$ cat config.mk
export PLATFORM = sky130hd
export DESIGN_NAME = pulse_handshake_tx_flat
export DESIGN_NICKNAME = d
export VERILOG_FILES = /design/src/rtl/pulse_handshake_tx_if.sv /design/src/rtl/pulse_handshake_tx.sv /design/src/flat_wrapper.sv
export SDC_FILE = /design/constraint.sdc
export NUM_CORES = 1
export LEC_CHECK = 0
export BUFFER_PORTS_ARGS = -buffer_cell sky130_fd_sc_hd__buf_2
export CAP_MARGIN = 20
export CORE_AREA = 3 3 40 42
export DETAILED_ROUTE_END_ITERATION = 10
export DIE_AREA = 0 0 43 45
export GPL_TIMING_DRIVEN = 0
export PLACE_DENSITY = 0.58
export SYNTH_ARGS = -nofsm -noshare
export SYNTH_HDL_FRONTEND = slang
export SYNTH_SLANG_ARGS = --single-unit
$ cat constraint.sdc
create_clock -name clk_in -period 3.95 [get_ports clk_in]
set_input_delay 0 -clock clk_in [delete_from_list [all_inputs] [get_ports clk_in]]
set_output_delay 0 -clock clk_in [all_outputs]
set_load 0.02 [all_outputs]
$ cat src/rtl/pulse_handshake_tx_if.sv
// Source-side signals of the 2-phase req/ack pulse-crossing handshake.
// The master modport is the transmitter side. The slave modport is the event source and far-domain side.
interface pulse_handshake_tx_if #(
    parameter int unsigned CNT_W = 4
);
    logic             din;
    logic             ack_toggle;
    logic             req_toggle;
    logic             busy;
    logic [CNT_W-1:0] pending;
    logic             overflow;

    modport master (
        input  din,
        input  ack_toggle,
        output req_toggle,
        output busy,
        output pending,
        output overflow
    );

    modport slave (
        output din,
        output ack_toggle,
        input  req_toggle,
        input  busy,
        input  pending,
        input  overflow
    );
endinterface

$ cat src/rtl/pulse_handshake_tx.sv
// Transmitter for a 2-phase req/ack pulse crossing. It queues din events and sends each one
// as a single req_toggle flip. It waits for the synchronized ack to match before it sends the next event.
module pulse_handshake_tx #(
    parameter int unsigned CNT_W       = 4,
    parameter int unsigned SYNC_STAGES = 2
) (
    input  logic                 clk_in,
    input  logic                 resetn,
    pulse_handshake_tx_if.master hs
);
    localparam logic [CNT_W-1:0] CNT_MAX = '1;

    typedef enum logic {
        IDLE     = 1'b0,
        WAIT_ACK = 1'b1
    } state_t;

    state_t                 state_q, state_d;
    logic                   req_q, req_d;
    logic [CNT_W-1:0]       pend_q, pend_d;
    logic                   ovf_q, ovf_d;
    logic [SYNC_STAGES-1:0] sync_q;
    logic                   ack_sync;
    logic                   inc, dec;

    // The ack level arrives from the far clock domain, so it passes through a flop chain first
    always_ff @(posedge clk_in or negedge resetn) begin
        if (!resetn) begin
            sync_q <= '0;
        end else begin
            sync_q <= {sync_q[SYNC_STAGES-2:0], hs.ack_toggle};
        end
    end

    assign ack_sync = sync_q[SYNC_STAGES-1];

    always_ff @(posedge clk_in or negedge resetn) begin
        if (!resetn) begin
            state_q <= IDLE;
            req_q   <= 1'b0;
            pend_q  <= '0;
            ovf_q   <= 1'b0;
        end else begin
            state_q <= state_d;
            req_q   <= req_d;
            pend_q  <= pend_d;
            ovf_q   <= ovf_d;
        end
    end

    // A launch takes the oldest queued event first; din is counted whenever it is not launched directly
    always_comb begin
        state_d = state_q;
        req_d   = req_q;
        pend_d  = pend_q;
        ovf_d   = 1'b0;
        inc     = 1'b0;
        dec     = 1'b0;

        case (state_q)
            IDLE: begin
                if (hs.din || (pend_q != '0)) begin
                    req_d   = ~req_q;
                    state_d = WAIT_ACK;
                    if (pend_q != '0) begin
                        dec = 1'b1;
                        inc = hs.din;
                    end
                end
            end
            WAIT_ACK: begin
                inc = hs.din;
                if (ack_sync == req_q) begin
                    state_d = IDLE;
                end
            end
            default: state_d = IDLE;
        endcase

        // When the counter is full, an extra event is dropped and flagged. The counter never wraps.
        if (inc && !dec) begin
            if (pend_q == CNT_MAX) begin
                ovf_d = 1'b1;
            end else begin
                pend_d = pend_q + CNT_W'(1);
            end
        end else if (dec && !inc) begin
            pend_d = pend_q - CNT_W'(1);
        end
    end

    assign hs.req_toggle = req_q;
    assign hs.pending    = pend_q;
    assign hs.overflow   = ovf_q;
    assign hs.busy       = (state_q == WAIT_ACK) || (pend_q != '0);

endmodule
$ cat src/flat_wrapper.sv
// flat-port wrapper written by rule: the top's interface ports become plain ports
module pulse_handshake_tx_flat 
#(
    parameter int unsigned CNT_W       = 4,
    parameter int unsigned SYNC_STAGES = 2
)
  (clk_in, resetn, hs_din, hs_ack_toggle, hs_req_toggle, hs_busy, hs_pending, hs_overflow);
  pulse_handshake_tx_if #(.CNT_W(CNT_W)) hs_i ();
  input  logic clk_in;
  input  logic resetn;
  input wire logic [$bits(hs_i.din)-1:0] hs_din;
  input wire logic [$bits(hs_i.ack_toggle)-1:0] hs_ack_toggle;
  output wire logic [$bits(hs_i.req_toggle)-1:0] hs_req_toggle;
  output wire logic [$bits(hs_i.busy)-1:0] hs_busy;
  output wire logic [$bits(hs_i.pending)-1:0] hs_pending;
  output wire logic [$bits(hs_i.overflow)-1:0] hs_overflow;
  assign hs_i.din = hs_din;
  assign hs_i.ack_toggle = hs_ack_toggle;
  assign hs_req_toggle = hs_i.req_toggle;
  assign hs_busy = hs_i.busy;
  assign hs_pending = hs_i.pending;
  assign hs_overflow = hs_i.overflow;
  pulse_handshake_tx #(.CNT_W(CNT_W), .SYNC_STAGES(SYNC_STAGES)) u_core (.clk_in(clk_in), .resetn(resetn), .hs(hs_i));
endmodule
# Word-level counts from Yosys, hierarchy flattened

Index checks and enable logic that the tools add are counted.

Register bits: 9
Bits of input ports: 4
Output and inout bits: 7
Word-level logic and storage cells: 36

Add/sub/neg operators: 2
Eq/ne operators: 3
Multiplexer cells: 14
Bitwise logic cells: 2
Reduce and logical (&&, ||, !) cells: 10

Operators by type and width:

| operator                                                           | number |
|---|---|
| 4-bit 2-to-1 mux                                                   | 3 |
| 1-bit 2-to-1 mux                                                   | 9 |
| 4-bit by 1-bit adder with 4-bit output, second input constant      | 1 |
| 4-bit == test, second input constant                               | 1 |
| 1-bit one-hot mux with 2 select lines                              | 2 |
| 2-bit AND reduction                                                | 2 |
| 4-bit nonzero test                                                 | 1 |
| 4-bit by 1-bit subtractor with 4-bit output, second input constant | 1 |
| 1-bit logical AND                                                  | 2 |
| 1-bit logical NOT                                                  | 2 |
| 1-bit logical OR                                                   | 2 |
| 2-bit inequality test, second input constant                       | 1 |
| 1-bit NOT                                                          | 2 |
| 2-bit nonzero test                                                 | 1 |
| 1-bit == test                                                      | 1 |

# Depth between registers and ports, before layout

Gate-level depths: netlist (run 1).

Depth in word-level cells: 8
Depth in mapped cells: 6
Mapped depth without buffers: 6

# Worst setup path after synthesis (run 1)

Ideal clock, no wire load.

Kind: flip-flop to flip-flop
Start point: register u_core.pend_q[0], in the netlist u_core.hs.pending[0]
End point: register u_core.pend_q[1], in the netlist u_core.hs.pending[1]
Setup time: 0.125 ns
Data arrival time: 1.436 ns
Data required time: 3.825 ns
Path slack: 2.389 ns
Stages on the path, launching flop included: 5
Path buffers: 0
Period minus slack after synthesis: 1.561 ns
Cell sequence: dfrtp_1 -> nor4_1 -> nor3_1 -> nor2_2 -> mux2_2

Word-level cells in the longest chain between the ends: 8
Elaborated cells between the ends (all ways): 21
Those cells by class: add/sub: 2; eq/ne: 2; mux: 9; reduce/logical: 8

RTL lines:

| item                                                                                | RTL line                                           | source |
|---|---|---|
| start: declaration                                                                  | pulse_handshake_tx.sv:20                           | `logic [CNT_W-1:0] pend_q, pend_d;` |
| start signal: assignment                                                            | pulse_handshake_tx.sv:46                           | `pend_q <= pend_d;` |
| 4-bit nonzero test                                                                  | pulse_handshake_tx.sv:62, pulse_handshake_tx.sv:65 |  |
| 1-bit 2-to-1 mux / 1-bit logical OR (equally long branches)                         | pulse_handshake_tx.sv:65, pulse_handshake_tx.sv:62 |  |
| 1-bit 2-to-1 mux                                                                    | pulse_handshake_tx.sv:62                           | `if (hs.din \|\| (pend_q != '0)) begin` |
| 1-bit one-hot mux with 2 select lines / 1-bit 2-to-1 mux (equally long branches)    | pulse_handshake_tx.sv:60                           | `case (state_q)` |
| 1-bit logical NOT, on equally long branches                                         | pulse_handshake_tx.sv:87, pulse_handshake_tx.sv:81 |  |
| 1-bit logical AND, on equally long branches                                         | pulse_handshake_tx.sv:87, pulse_handshake_tx.sv:81 |  |
| 2-bit nonzero test (no source line) / 2-bit inequality test (equally long branches) | -                                                  |  |
| 2-bit AND reduction (no source line)                                                | -                                                  |  |

Several ways; a longest one is shown, not always the timed one. The select of a mux whose other input is x is not followed.
A chain may end at the register's enable or synchronous reset.

# Worst setup path in the final report (run 1)

Start point: register u_core.state_q
End point: register u_core.pend_q[3], in the netlist u_core.hs.pending[3]

Word-level cells in the longest chain between the ends: 6
Elaborated cells between the ends (all ways): 11
Those cells by class: eq/ne: 1; mux: 3; bitwise: 1; reduce/logical: 6

RTL lines:

| item                                  | RTL line                 | source |
|---|---|---|
| start: declaration                    | pulse_handshake_tx.sv:18 | `state_t state_q, state_d;` |
| start signal: assignment              | pulse_handshake_tx.sv:44 | `state_q <= state_d;` |
| 1-bit NOT                             | -                        |  |
| 1-bit one-hot mux with 2 select lines | pulse_handshake_tx.sv:60 |  |
| 1-bit logical NOT                     | pulse_handshake_tx.sv:87 | `end else if (dec && !inc) begin` |
| 1-bit logical AND                     | pulse_handshake_tx.sv:87 |  |
| 2-bit nonzero test (no source line)   | -                        |  |
| 2-bit AND reduction (no source line)  | -                        |  |

Several ways; a longest one is shown, not always the timed one.

==> metrics, run 1 <==
die extent in y around 45 µm; Final Core Density between 40% and 50%; setup repair after global routing missed its margin false; Post-synth top cells dfrtp_1 (9), nor2_1 (3), xnor2_1 (3); power density relative to cell area 856 nW/µm²; effective utilization at floorplan 33.4%; Min-Delay Path Class in -> reg; most instantiated flip-flop cell in the synthesis netlist dfrtp_1; min-delay src hs_din; worst reg2reg path depth 6; placement row count 13; all-layer global routing usage 9.45%; fraction of final layout cells with drive strength greater than 1 about a third; routed via count roughly 300; number of cells in the finished layout apart from fillers 66; hold violation count in the final report 0; Worst Hold Slack about 61 ps; floorplan core area roughly 1300 µm²; post-cts repair resize count 0; mean cell area of the mapped netlist between 10 and 15 µm²; clock net sink count 9; worst reg2reg startpoint u_core.state_q; Detailed Route WL 710 µm; max capacitance violation total 0; post-route standard cell area excluding fillers between 500 and 600 µm²; critical path cell sequence nand2_1 -> ha_1 -> a21o_1 -> a21oi_1 -> mux2i_1 -> xnor2_1; global-route wire length before repair 1280 µm; number of synthesized register bits 9; synthesized instance count 35; root buffer cell clkbuf_4; part of the power in registers 38.1%; via count normalized by instance count 4.56; Horiz. Die Dim about 43 µm; R2R setup slack 2260 ps; global route overflow 0; largest net degree at the start of global routing 10; floorplan die area 1940 µm²; count of filler cells inserted in the layout 132; family with the most delay on the worst path flip-flops; count of input and output buffers 10; internal power consumption 0.274 mW; Detail Route Antenna Nets 0; P_leak 0.247 nW; share of the synthesized area in the top cell type 52.5%; top cells by area, synth dfrtp_1 (52%), xnor2_1 (6.1%), ha_1 (5.8%); detailed-router iteration count before antenna repair 3; number of antenna diodes 0; number of synthesized flops with an enable pin 0; Final setup violation count 0; HPWL after DPL around 530 µm; count of cells along the worst hold path 3; # placed instances 60; ys async rst share 100%; Post CTS Setup Buffer Count 0; reg2reg end u_core.hs.pending[3]; startpoint-to-endpoint class of the critical path reg -> reg; initial drt markers 7; most frequent cell after synthesis dfrtp_1; Worst-path clk slew 60 ps; category of the worst setup path capture point flop; endpoint required time on the critical path 4140 ps; critical path data arrival time 1870 ps; number of nets in the finished design 59; combinational cell fraction of total power a little under half; synthesized area 429 µm²; number of buffers inserted by hold repair at cts 2; stage delay of the slowest cell on the critical path 410 ps; pins over their slew limit 0; worst setup slack after placement 2290 ps; period utilization a little over two fifths; Achievable Freq 0.592 GHz; worst slew margin relative to its limit 78.2%; Ys Warns 0; Max IR drop VDD 0.327 mV; clock buffer depth 2; remaining routing DRC violations 0; transition time at the pin with the least slew margin 324 ps; switching power as a share of total power 41.1%; routed wire length per instance 10.8 µm; final worst clock skew approximately 6.5 ps; Mapped Nets 42; number of antenna violations at the first check in global routing 0; highest-delay cell along the critical path dfrtp_1; placed cell areas 498 µm²; signed area change from the synthesized netlist to the final layout 26.8%; synth unique cells 18; outcome complete, no violations; time the worst path needs with I/O delays and setup 1690 ps; total power after layout between 0.4 and 0.5 mW; crit-path max FO 6; setup TNS 0 ps; number of global-route vias before repair approximately 280; cell taking the most area after synthesis dfrtp_1; least setup slack across all paths after layout 2260 ps; part of the power in the clock network 15.0%; Worst-Skew Late Latency 260 ps; endpoint with the worst hold slack u_core.state_q; num ports 11; number of clock buffers inserted by TritonCTS 3; weighted congestion reported at the end of routability-driven placement just over 0.7; clock tree from TritonCTS built; sequential area share after synthesis 52.5%; type of origin of the critical path flop; power spent charging and discharging nets approximately 0.19 mW; CTS H-tree depth 1; Bufs and invs on worst path 0
-- cells by family (layout without fill, tap and decap cells) --
logic type	Yosys count	after routing	synth area share, %
multiplexers	3	3	7.58
adder cells (fa/ha/maj)	3	3	10.5
flip-flops	9	9	52.5
AND/OR/NAND/NOR	12	12	15.2
AO/OA/AOI/OAI	3	3	4.08
XOR/XNOR	5	5	10.2
buffers and inverters	0	16	0
-- cell usage in the layout, fill, tap and decap left out, drive strengths merged --
master | netlist | layout
mux2i | 1 | 1
or4 | 1 | 1
nor3 | 2 | 2
dfrtp | 9 | 9
xor2 | 2 | 2
buf | 0 | 10
ha | 2 | 2
nand2 | 1 | 1
nor4 | 1 | 1
clkbuf | 0 | 4
xnor2 | 3 | 3
dlygate4sd3 | 0 | 2
nand4 | 1 | 1
nor2 | 4 | 4
or2b | 1 | 1
a21o | 1 | 1
a21oi | 2 | 2
fa | 1 | 1
mux2 | 2 | 2
nor2b | 1 | 1
-- power by group through the flow --
stage                     sequential, mW  combinational [mW]  clock [mW]
after floorplan                    0.207               0.133           0
after global placement             0.180               0.217           0
after detailed placement           0.180               0.219           0
after CTS                          0.179               0.223      0.0733
after global routing               0.191               0.243      0.0804
final                              0.178               0.219      0.0697
-- layout make-up --
cell class	count	area, µm²	area share (%)
Clock buffer	4	26.3	4.83
Multi-Input combinational cell	26	204	37.5
Tap cell	15	18.8	3.45
Timing Repair Buffer	12	70.1	12.9
Sequential cell	9	225	41.4
-- how the worst max path moves through the flow --
stage | from | endpoint | slack (ps) | depth (start not counted)
after floorplan | u_core.hs.pending[0] | u_core.hs.pending[1] | 2390 | 4
after global placement | u_core.state_q | u_core.hs.pending[3] | 2290 | 6
after detailed placement | u_core.state_q | u_core.hs.pending[3] | 2290 | 6
after CTS | u_core.state_q | u_core.hs.pending[3] | 2260 | 6
after global routing | u_core.hs.pending[0] | u_core.hs.pending[1] | 2170 | 4
final | u_core.state_q | u_core.hs.pending[3] | 2260 | 6
-- worst register-to-register path, cell delays in order, from the launching register on --
cell     delay (ps)
dfrtp_1         410
nand2_1         180
ha_1            310
a21o_1          150
a21oi_1         200
mux2i_1         240
xnor2_1         130
-- flip-flops by register name, indices dropped and copies added, names as in the netlist --
signal / count
u_core.hs.overflow: 1
u_core.hs.pending: 4
u_core.hs.req_toggle: 1
u_core.state_q: 1
u_core.sync_q: 2
-- layer usage --
| metal | track usage [%] | vias up | routed length [µm] |
|---|---|---|---|
| met3 | 6.37 | 2 | 74 |
| met4 | 3.61 | 0 | 7 |
| met2 | 13.2 | 10 | 321 |
| met5 | 0 | - | 0 |
| li1 | - | 155 | - |
| met1 | 11.5 | 134 | 307 |
Note: power is estimated with default switching activity, not from simulation.
==> inputs of run 2 (changes only) <==
- ABC_AREA: not set -> 1
- PLACE_DENSITY: 0.58 -> 0.66
- clock period: 3.95 -> 1.45 ns (I/O delays scaled with it)
==> metrics, run 2 <==
Ys Warns 0 (unchanged); count of filler cells inserted in the layout 131 (-0.76%); global route overflow 0 (unchanged); count of input and output buffers 10 (unchanged); clock buffer depth 2 (unchanged); number of synthesized register bits 9 (unchanged); most instantiated flip-flop cell in the synthesis netlist dfrtp_1; all-layer global routing usage 12.8% (+3.3 points); count of cells along the worst hold path 3 (unchanged); worst reg2reg path depth 8 (+2); category of the worst setup path capture point flop; signed area change from the synthesized netlist to the final layout 30.0%; Bufs and invs on worst path 0 (unchanged); routed via count 446 (+48%); remaining routing DRC violations 0 (unchanged); setup TNS 0 ps (unchanged); ys async rst share 100% (unchanged); family with the most delay on the worst path simple AND/OR/NAND/NOR gates; transition time at the pin with the least slew margin 250 ps (-74.6 ps); least setup slack across all paths after layout 142 ps (-2120 ps); synth unique cells 17 (-1); endpoint with the worst hold slack u_core.hs.overflow; num ports 11 (unchanged); Detail Route Antenna Nets 0 (unchanged); worst slew margin relative to its limit 83.4% (+5.1 points); global-route wire length before repair 1750 µm (+37%); top library cells by usage in the layout, fill and taps aside nand2_1 (18), buf_2 (10), dfrtp_1 (9); number of antenna diodes 0 (unchanged); top cells by area, synth dfrtp_1 (45%), nand2_1 (14%), nand3_1 (6.9%); Worst-path clk slew 60 ps (about the same); stage delay of the slowest cell on the critical path 420 ps (about the same); Worst Hold Slack 75.0 ps (+13.6 ps); outcome complete, no violations; placement row count 13 (unchanged); via count normalized by instance count 4.69 (+2.9%); most frequent cell on the critical path nand2_1; number of synthesized flops with an enable pin 0 (unchanged); synthesized area 505 µm² (+18%); share of synthesized area spent on multiplexers 0% (-7.6 points); Final setup violation count 0 (unchanged); routed wire length per instance 10.1 µm (-6.2%); CTS H-tree depth 1 (unchanged); hold violation count in the final report 0 (unchanged); worst setup slack after placement -15.3 ps (-2300 ps); number of global-route vias before repair 422 (+50%); share of the synthesized area in the top cell type 44.6% (-7.9 points); Mapped Nets 69 (+64%); number of nets in the finished design 88 (+49%); Post-synth top cells nand2_1 (19), dfrtp_1 (9), nand3_1 (7); Achievable Freq 0.764 GHz (+29%); critical path cell sequence nand2_4 -> ha_1 -> nand3_1 -> nand3_1 -> nand2_1 -> nand2_1 -> nand2_1 -> nand2_1; type of origin of the critical path flop; floorplan core area 1280 µm² (unchanged); effective utilization at floorplan 39.3% (+5.9 points); floorplan die area 1940 µm² (unchanged); period utilization 90.2% (+47 points); power density relative to cell area 2370 nW/µm² (+180%); Register Area 225 µm² (unchanged); synthesized instance count 62 (+77%); clock tree from TritonCTS built; number of clock buffers inserted by TritonCTS 3 (unchanged); max capacitance violation total 0 (unchanged); initial drt markers 2 (-5); footprint of the multi-input gates 270 µm² (+33%); Detailed Route WL 959 µm (+35%); largest net degree at the start of global routing 10 (unchanged); die extent in y 45 µm (unchanged); clock net sink count 9 (unchanged); highest-delay cell along the critical path dfrtp_1; crit-path max FO 6 (unchanged); setup repair after global routing missed its margin false; Max IR drop VDD 1.02 mV (+210%); Horiz. Die Dim 43 µm (unchanged); min-delay src hs_din; parity-gate share of the synthesized area counting xor and xnor cells 3.47% (-6.7 points); most frequent cell after synthesis nand2_1; post-route standard cell area excluding fillers 657 µm² (+21%); critical path data arrival time 1470 ps (-400 ps); fraction of final layout cells with drive strength greater than 1 28.7% (-2.6 points); mean cell area of the mapped netlist 8.15 µm² (-34%); startpoint-to-endpoint class of the critical path reg -> reg; Post-Synth Adder-Cell Area 8.91% (-1.6 points); combinational family with the most area after synthesis simple AND/OR/NAND/NOR gates; weighted congestion reported at the end of routability-driven placement 0.845 (+18%); Min-Delay Path Class in -> reg; most common cell after layout, fill and taps aside nand2_1; time the worst path needs with I/O delays and setup 1310 ps (-380 ps); HPWL after DPL 728 µm (+37%); worst reg2reg startpoint u_core.state_q; final worst clock skew 1.51 ps (-4.98 ps); placed cell areas 574 µm² (+15%); root buffer cell clkbuf_4; cell taking the most area after synthesis dfrtp_1; endpoint required time on the critical path 1610 ps (-2530 ps); detailed-router iteration count before antenna repair 4 (+1); fraction of the mapped netlist area in simple logic gates 35.1% (+20 points); complex-gate fraction of the synthesized area 1.98% (-2.1 points); P_leak 0.349 nW (+42%); R2R setup slack 140 ps (-2120 ps); sequential area share after synthesis 44.6% (-7.9 points); Worst-Skew Late Latency 260 ps (about the same); reg2reg end u_core.hs.pending[3]; flip-flop count of the largest register, all copies and words added 4 (unchanged); number of antenna violations at the first check in global routing 0 (unchanged); pins over their slew limit 0 (unchanged)
## run 2: worst max-delay path by stage
stage / startpoint / end / slack (ps) / cells past startpoint
finish: u_core.state_q / u_core.hs.pending[3] / 140 / 8
floorplan: u_core.state_q / u_core.hs.pending[3] / 140 / 9
global route: u_core.state_q / u_core.hs.pending[3] / 4 / 8
detailed placement: u_core.state_q / u_core.hs.pending[3] / -20 / 9
CTS: u_core.state_q / u_core.hs.pending[3] / 90 / 9
global placement: u_core.state_q / u_core.hs.pending[3] / -10 / 9
## run 2: timing repair
action / CTS / global route
resized for setup: 2 / 1
buffers inserted: 0 / 2
endpoints found under the hold margin: 10 / 0
hold buffers: 2 / 0
setup endpoints to repair: 1 / 1
## run 2: cell type report
class                   count  share of cell area (%)
inverters                   8                    4.57
flip-flops and latches      9                    34.3
well taps                  15                    2.86
clock inverters             1                   0.762
repair buffers             14                    13.0
multi-input cells          45                    41.1
clock buffers               3                    3.43
## run 2: power breakdown
part | leakage [nW] | internal, mW | total [mW] | switching, mW
combinational | 0.222 | 0.371 | 0.885 | 0.515
sequential | 0.109 | 0.345 | 0.480 | 0.135
clock | 0.0177 | 0.102 | 0.193 | 0.0910
total | 0.349 | 0.817 | 1.56 | 0.741
## run 2: cell families (layout without fill, tap and decap cells)
group                      after synthesis  after routing
AOI/OAI and AO/OA                        2              2
buffers and inverters                    8             26
adders and majority gates                3              3
DFF                                      9              9
and+or+nand+nor                         38             38
xor gates and xnor gates                 2              2
## run 2: worst min-delay path, stage by stage
cell and delay [ps]:
buf_2 130, nand2_4 110, nor2_1 60
## run 2: per-stage QoR
step / power, mW / util (%) / instances
after floorplan: 1.08 / - / 62
after CTS: 1.53 / 49.6 / 93
final: 1.56 / 51.1 / 95
after global routing: 1.75 / 51.1 / 95
after global placement: 1.26 / 44.7 / 87
after detailed placement: 1.28 / 44.7 / 87
## run 2: routing by layer
metal	routed length, µm	track usage [%]	up-vias
met5	0	0	-
met3	57	7.57	4
met1	393	13.2	202
met4	19	5.42	0
met2	488	21.3	8
li1	-	-	232
